==> src/rtl/start_stop_ctrl_if.sv <==
// Button-to-control handshake bundle for start_stop_ctrl.
// The master side drives the raw buttons. The slave side (the controller) drives the pulses and the running level.
interface start_stop_ctrl_if;
   logic btn_start;
   logic btn_stop;
   logic start;
   logic stop;
   logic clr;
   logic running;

   modport master (output btn_start, btn_stop, input start, stop, clr, running);
   modport slave  (input btn_start, btn_stop, output start, stop, clr, running);
endinterface

==> src/rtl/start_stop_ctrl.sv <==
// Debounced start/stop button front-end driving the downstream counter's start/stop/clr.
// Optional macro START_STOP_AUTO_STOP_EN adds a RUN timeout that forces a stop after RUN_LIMIT cycles.
module start_stop_ctrl #(
   parameter int DEBOUNCE_CYCLES = 4,
   parameter int DB_WIDTH        = 4,
   parameter int RUN_LIMIT       = 16
) (
   input  logic               clk,
   input  logic               reset,
   start_stop_ctrl_if.slave   bus
);

   typedef enum logic [1:0] {IDLE, RUN, HALT} state_t;

   localparam logic [DB_WIDTH-1:0] DB_MAX = DB_WIDTH'(DEBOUNCE_CYCLES - 1);

   // Index 0 is the start button, index 1 is the stop button.
   logic [1:0]               sync1_q, sync2_q, stable_q, prev_q;
   logic [1:0][DB_WIDTH-1:0] cnt_q;
   logic [1:0]               evt;
   logic                     start_evt, stop_evt;

   state_t state_q, state_d;
   logic   start_q, start_d;
   logic   stop_q, stop_d;
   logic   clr_q, clr_d;
   logic   run_q, run_d;
   logic   tmo;

   always_ff @(posedge clk) begin
      if (reset) begin
         sync1_q  <= '0;
         sync2_q  <= '0;
         stable_q <= '0;
         prev_q   <= '0;
         cnt_q    <= '0;
      end else begin
         sync1_q <= {bus.btn_stop, bus.btn_start};
         sync2_q <= sync1_q;
         prev_q  <= stable_q;
         for (int i = 0; i < 2; i++) begin
            // Any sample agreeing with the accepted level restarts the count.
            if (sync2_q[i] == stable_q[i]) begin
               cnt_q[i] <= '0;
            end else if (cnt_q[i] == DB_MAX) begin
               stable_q[i] <= sync2_q[i];
               cnt_q[i]    <= '0;
            end else begin
               cnt_q[i] <= cnt_q[i] + 1'b1;
            end
         end
      end
   end

   assign evt       = stable_q & ~prev_q;
   assign start_evt = evt[0];
   assign stop_evt  = evt[1];

`ifdef START_STOP_AUTO_STOP_EN
   localparam int TW = (RUN_LIMIT > 1) ? $clog2(RUN_LIMIT) : 1;
   logic [TW-1:0] tmr_q;

   always_ff @(posedge clk) begin
      if (reset) begin
         tmr_q <= '0;
      end else if (state_d == RUN && state_q != RUN) begin
         tmr_q <= '0;
      end else if (state_q == RUN) begin
         tmr_q <= tmr_q + 1'b1;
      end
   end

   assign tmo = (state_q == RUN) && (tmr_q == TW'(RUN_LIMIT - 1));
`else
   assign tmo = 1'b0;
`endif

   always_comb begin
      state_d = state_q;
      start_d = 1'b0;
      stop_d  = 1'b0;
      clr_d   = 1'b0;
      // Stop takes priority over start whenever both strobes coincide.
      unique case (state_q)
         IDLE: if (start_evt && !stop_evt) begin
            state_d = RUN;
            start_d = 1'b1;
         end
         RUN: if (stop_evt || tmo) begin
            state_d = HALT;
            stop_d  = 1'b1;
         end
         HALT: if (stop_evt) begin
            state_d = IDLE;
            clr_d   = 1'b1;
         end else if (start_evt) begin
            state_d = RUN;
            start_d = 1'b1;
         end
         default: state_d = IDLE;
      endcase
      run_d = (state_d == RUN);
   end

   always_ff @(posedge clk) begin
      if (reset) begin
         state_q <= IDLE;
         start_q <= 1'b0;
         stop_q  <= 1'b0;
         clr_q   <= 1'b0;
         run_q   <= 1'b0;
      end else begin
         state_q <= state_d;
         start_q <= start_d;
         stop_q  <= stop_d;
         clr_q   <= clr_d;
         run_q   <= run_d;
      end
   end

   assign bus.start   = start_q;
   assign bus.stop    = stop_q;
   assign bus.clr     = clr_q;
   assign bus.running = run_q;

endmodule

==> src/flat_wrapper.sv <==
// flat-port wrapper written by rule: the top's interface ports become plain ports
module start_stop_ctrl_flat 
#(
   parameter int DEBOUNCE_CYCLES = 4,
   parameter int DB_WIDTH        = 4,
   parameter int RUN_LIMIT       = 16
)
  (clk, reset, bus_btn_start, bus_btn_stop, bus_start, bus_stop, bus_clr, bus_running);
  start_stop_ctrl_if bus_i ();
  input  logic clk;
  input  logic reset;
  input wire logic [$bits(bus_i.btn_start)-1:0] bus_btn_start;
  input wire logic [$bits(bus_i.btn_stop)-1:0] bus_btn_stop;
  output wire logic [$bits(bus_i.start)-1:0] bus_start;
  output wire logic [$bits(bus_i.stop)-1:0] bus_stop;
  output wire logic [$bits(bus_i.clr)-1:0] bus_clr;
  output wire logic [$bits(bus_i.running)-1:0] bus_running;
  assign bus_i.btn_start = bus_btn_start;
  assign bus_i.btn_stop = bus_btn_stop;
  assign bus_start = bus_i.start;
  assign bus_stop = bus_i.stop;
  assign bus_clr = bus_i.clr;
  assign bus_running = bus_i.running;
  start_stop_ctrl #(.DEBOUNCE_CYCLES(DEBOUNCE_CYCLES), .DB_WIDTH(DB_WIDTH), .RUN_LIMIT(RUN_LIMIT)) u_core (.clk(clk), .reset(reset), .bus(bus_i));
endmodule
==> config.mk <==
export PLATFORM = sky130hd
export DESIGN_NAME = start_stop_ctrl_flat
export DESIGN_NICKNAME = d
export VERILOG_FILES = /design/src/rtl/start_stop_ctrl_if.sv /design/src/rtl/start_stop_ctrl.sv /design/src/flat_wrapper.sv
export SDC_FILE = /design/constraint.sdc
export NUM_CORES = 1
export LEC_CHECK = 0
export ABC_AREA = 0
export CORE_UTILIZATION = 46
export CTS_CLUSTER_SIZE = 12
export DETAILED_ROUTE_END_ITERATION = 12
export MAX_ROUTING_LAYER = met4
export PLACE_DENSITY = 0.7
export SLEW_MARGIN = 20
export SYNTH_ARGS = -nofsm -noshare
export SYNTH_HDL_FRONTEND = slang
export SYNTH_SLANG_ARGS = --single-unit
==> constraint.sdc <==
create_clock -name clk -period 1.2 [get_ports clk]
set_input_delay 0.24 -clock clk [delete_from_list [all_inputs] [get_ports clk]]
set_output_delay 0.24 -clock clk [all_outputs]
set_load 0.05 [all_outputs]
# Word level (Yosys, flattened, before mapping)
# Cells that the tools add are included.
totals:
  latchBits: 0
  reg_bits: 22
  inputBits: 4
  romBits: 0
  ram_bits: 0
  mem_count: 0
  word_cells: 46
op_classes:
  n_mux: 10
  n_mul: 0
  n_eq_ne: 7
  addsub: 2
  n_reduce_logical: 9
  magnitude_cmp: 0
  div_mod_pow: 0
  n_shift: 0
  n_bitwise: 6
ops:
  columns: ["cell", "count"]
  rows:
  - ["4-bit by 1-bit adder with 4-bit output, second input constant", 2]
  - ["4-bit by 2-bit equality test with 1-bit output, second input constant", 2]
  - ["2-bit two-way mux", 4]
  - ["2-bit case mux with 3 select lines", 1]
  - ["3-bit OR reduction", 2]
  - ["2-bit by 1-bit equality test with 1-bit output, second input constant", 2]
  - ["1-bit two-way mux", 4]
  - ["1-bit inverter", 4]
  - ["2-bit AND reduction", 2]
  - ["2-bit OR reduction", 2]
  - ["2-bit AND", 1]
  - ["1-bit equality test", 2]
  - ["2-bit equality test, second input constant", 1]
  - ["2-bit zero test", 1]
  - ["2-bit inverter", 1]
  - ["1-bit case mux with 2 select lines", 1]
  - ["1-bit logical AND", 1]
  - ["1-bit zero test", 1]

# Longest topological paths before layout
depth:
  ltp_word: 7
  ltp_mapped: 4
  mapped_depth_nobuf: 4

# Least setup slack after synthesis
# Ideal clock, no wire load.
synth_path:
  path_kind: "register to register"
  start: "reg u_core.cnt_q[4] (netlist bit)"
  end: "reg u_core.cnt_q[6] (netlist bit)"
  period_less_slack_ns: 1.190
  t_required_ns: 1.136
  n_path_buf: 0
  t_arrival_ns: 1.126
  path_slack_ns: 0.010
  stages_incl_launch_ff: 5
  path_cell_list: "dfxtp_1 ha_1 nor3b_1 or3_4 nor2_1"
synth_via:
  elab_chain_len: 2
synth_rtl:
  columns: ["element", "line", "text"]
  rows:
  - ["from (decl)", "start_stop_ctrl.sv:19", "logic [1:0][DB_WIDTH-1:0] cnt_q;"]
  - ["from (signal, indexed assignment)", "start_stop_ctrl.sv:49", "cnt_q[i] <= cnt_q[i] + 1'b1;"]
  - ["parallel branches: the longest is 2 deep, another holds 4-bit by 1-bit adder with 4-bit output", null, null]
# Parallel ways; which one is timed is not known.
# A chain may end at the register's enable or synchronous reset.

# Final worst setup path
layout_path:
  start: "reg u_core.cnt_q[0] (netlist bit)"
  end: "reg u_core.cnt_q[0] (netlist bit)"
# The elaborated chain is that of the path after synthesis.

==> results.md <==
- For the final routed database, the setup TNS stands at -0.0300 ns.
- The count of final hold-check violations is 0.
- Dividing total power by cell area gives a power density of 1130 nW/um^2.
- From left edge to right edge, the die measures 42.5 um.
- The TritonCTS buffer count is 3.
- Setup repair after global routing could not meet its margin everywhere.
- The number of antenna violations at the first check in global routing is 0.
- The switching power is 0.224 mW.
- Among cell families on the critical path, the largest total delay comes from simple AND/OR/NAND/NOR gates.
- In this run the number of cells on the critical path is 4.
- The via density per instance is 5.03.
- The number of buffers and inverters on the critical path is 0.
- The share of the clock period used by the worst path is 1.02.
- The end of the worst register-to-register path is u_core.cnt_q[0].
- The netlist uses 19 different library cells.
- The floorplan step set the die height to 42.5 um.
- The data arrival time at the worst-slack endpoint is 1.46 ns.
- In the synthesized netlist, the number of instances is 70.
- The critical path goes through ha_4, nor3b_4, or3_4, nor2_1.
- The initial core utilization is 0.496.
- The critical path in this run is classified as reg -> reg.
- Once placement completed, the tool counted placed cells totaling 99.
- For the worst-skew pair, the clock arrives at the later sink with an insertion delay of 0.30 ns.
- The placed instances occupy a cell area of 935 sq um.
- The slowest cell on the critical path is or3_4.
- Cell internal power was estimated by the tool at 0.948 mW.
- In this run the tightest slew margin relative to its limit is 0.848.
- The run finished, with violations left.
- The CTS tree is built.
- In the routed design, unresolved DRC markers number 0.
- The post-route clock skew is 0.00445 ns.
- The critical path capture point type is a flip-flop.
- The number of DRC violations after detailed-routing iteration 0 is 11.
- In this run the worst path has a maximum fanout of 4.
- The H-tree depth is 1.
- In this run the worst setup path begins at u_core.cnt_q[0].
- The congestion estimate from routability-driven global placement came to 0.779.
- The layout has 105 filler cells.
- The synthesized cell area is 756 sq um.
- The transition at the pin with the smallest max-transition slack is 0.226 ns.
- The total routing usage reported by global routing is 0.163.
- Setup slack on the worst reg-to-reg path comes out at -0.02 ns.
- Power comes to 1.17 mW.
- The data required time at the worst endpoint is 1.44 ns.
- Setup violations remaining at the end of the flow were counted as 3.
- The final antenna diode count is 0.
- The part of the power in the clock network is 0.332.
- The static leakage is 0.372 nW.
- The share of final-layout standard cells stronger than drive strength 1 is 0.341.
- The post-detailed-routing wire length is 1170 um.
- Counting I/O delays and the setup requirement, the final critical path takes 1.22 ns.
- The share of total power dissipated in combinational logic is 0.034.
- The switching power as a share of total power is 0.191.
- The maximum operating frequency is 0.820 GHz.
- The routed length per placed instance is 11.2 um.
- The post-route antenna net violation count is 0.
- Across the run, the number of max-cap violations was 0.
- The HPWL after detailed placement is 753 um.
- The most critical setup path has its endpoint at u_core.cnt_q[0].
- Counting flops and latches in the post-synthesis netlist gives 22.
- The via count of the first global-routing pass is 496.
- The count of pins over their slew limit was 0.
- The number of cells on the worst reg-to-reg path is 4.
- Entering global routing, the biggest net connects 13 pins.
- The overflow left after global routing is 0.
- The first-pass GRT wire length is 2060 um.
- Across all hold checks on the routed design, the worst slack comes to 0.457 ns.
- The clock sink count is 22.
- Of the total power, registers draw 0.634.
- The area growth from synthesis to final layout is 37.7%.
- The number of placement rows is 14.
- Counting along the longest clock path gives a buffer depth of 2.
- The source of the worst register-to-register timing path is u_core.cnt_q[0].
- VDD sags by at most 0.972 mV.
- The biggest cell delay along the critical path is 0.40 ns.
- The pre-antenna-repair detailed-routing pass consisted of 4 iterations.
- In the final design database the tool counted 95 nets.
- The number of top-level pins is 8.
- The die footprint is 1810 sq um.
- Of the synthesized area, sequential elements account for 0.583.
- The total non-filler cell area in the finished layout is 1040 sq um.
- The post-layout instance count excluding filler cells is 104.
- The checks that failed: setup timing.
- The number of hold-repair buffers added at the cts stage is 0.
- A synthesized cell averages 10.8 sq um.
- Input and output buffers added on the ports amount to 7.
- The worst setup path is launched from a flip-flop.
- The least setup slack across all paths after layout is -0.0188 ns.
- The number of nets produced by synthesis is 76.
- The root buffer cell is clkbuf_4.
- The clock slew seen by the registers of the worst setup and hold paths is 0.11 ns.
- The count of synthesis-stage warnings from yosys is 0.
- The total via count in the routed design is 523.
- The min-delay analysis places its worst path in the category reg -> reg.
- The total core area is 1520 sq um.
-- worst register-to-register path, delay by kind of cell, from the launching register on --
kind | cells | cell delay [ns]
adder cells (fa/ha/maj) | 1 | 0.16
AND/OR/NAND/NOR | 3 | 0.65
flip-flops | 1 | 0.35
-- power groups by stage --
stage	combinational [mW]	sequential, mW	clock, mW
floorplan	0.0161	0.758	0
global placement	0.0366	0.758	0
detailed placement	0.0371	0.758	0
CTS	0.0393	0.743	0.403
global route	0.0444	0.745	0.442
finish	0.0404	0.743	0.388
-- final cells by class --
class | count | area (sq um) | share of cell area
Clock buffer | 4 | 36.3 | 0.0349
Timing Repair Buffer | 15 | 170 | 0.163
Tap cell | 16 | 20.0 | 0.0192
Sequential cell | 22 | 445 | 0.428
Inverter | 2 | 7.51 | 0.00721
Multi-Input combinational cell | 45 | 362 | 0.347
-- cell usage after synthesis --
cell	n	area [sq um]
o21a_1	1	7.51
or3_4	2	22.5
inv_1	2	7.51
mux2i_1	2	20.0
clkbuf_1	1	3.75
nor2b_1	7	43.8
nand3b_1	1	7.51
nor3_1	2	10.0
nor3b_1	3	22.5
nand4bb_1	1	11.3
nor4_1	1	6.26
ha_1	2	25.0
xor2_1	2	17.5
a21oi_1	1	5.00
nand3_1	2	10.0
nor2_1	11	41.3
nand2b_1	3	18.8
dfxtp_1	22	440
xnor2_1	4	35.0
-- how the worst min path moves through the flow --
stage / endpoint / slack (ns) / startpoint / cells after the start
2_1_floorplan: u_core.sync1_q[0] / 0.31 / reset / 1
3_3_place_gp: u_core.sync2_q[0] / 0.43 / u_core.sync1_q[0] / 1
3_5_place_dp: u_core.sync2_q[0] / 0.43 / u_core.sync1_q[0] / 1
4_1_cts: u_core.sync2_q[0] / 0.46 / u_core.sync1_q[0] / 1
5_1_grt: u_core.sync1_q[0] / 0.48 / bus_btn_start / 2
6_report: u_core.sync2_q[1] / 0.46 / u_core.sync1_q[1] / 1
-- what timing repair did --
item                       4_1_cts  5_1_grt
gates cloned                     0        0
setup buffers                    0        1
setup endpoints to repair       10        8
resized for setup               11        5
pin swaps                        7        4
-- registers in the layout, summed over array words and instances, names as in the netlist --
register / cells
u_core.cnt_q: 8
u_core.prev_q: 2
u_core.stable_q: 2
u_core.state_q: 2
u_core.sync1_q: 2
u_core.sync2_q: 2
u_core.bus.clr: 1
u_core.bus.running: 1
u_core.bus.start: 1
u_core.bus.stop: 1
-- cells in the final DEF, fill, tap and decap left out --
cell / synthesis / routed
a21oi_1: 1 / 1
buf_12: 0 / 4
buf_4: 0 / 8
clkbuf_4: 0 / 3
clkbuf_8: 0 / 1
clkdlybuf4s50_1: 0 / 3
dfxtp_1: 22 / 18
dfxtp_2: 0 / 4
ha_4: 0 / 2
inv_1: 2 / 2
mux2i_1: 2 / 2
nand2b_1: 3 / 3
nand3_1: 2 / 2
nand3b_1: 1 / 1
nand4bb_1: 1 / 1
nor2_1: 11 / 7
nor2_2: 0 / 4
nor2b_1: 7 / 7
nor3_1: 2 / 2
nor3b_1: 3 / 1
nor3b_4: 0 / 2
nor4_1: 1 / 1
o21a_1: 1 / 1
or3_4: 2 / 2
xnor2_1: 4 / 4
xor2_1: 2 / 2
-- kinds of logic (layout without fill, tap and decap cells) --
logic type | count (synthesis) | in the layout | synth area share
AND/OR/NAND/NOR | 33 | 33 | 0.257
flip-flops | 22 | 22 | 0.583
XOR/XNOR | 6 | 6 | 0.0695
buffers and inverters | 3 | 21 | 0.0149
adder cells (fa/ha/maj) | 2 | 2 | 0.0331
AO/OA/AOI/OAI | 2 | 2 | 0.0166
multiplexers | 2 | 2 | 0.0265
-- through the flow --
stage          setup slack [ns]   util
2_1_floorplan            0.0102      -
3_3_place_gp             -0.145  0.613
6_report                -0.0188  0.683
3_5_place_dp             -0.168  0.613
5_1_grt                 -0.0429  0.683
4_1_cts                 0.00350  0.667
-- layer usage --
metal	wire, um	track usage	vias up	share of wire
li1	-	-	268	-
met1	530	0.186	243	0.45
met2	580	0.240	10	0.50
met3	38	0.0517	2	0.033
met4	18	0.113	0	0.015
met5	0	-	-	0
Note: power is estimated with default switching activity, not from simulation.
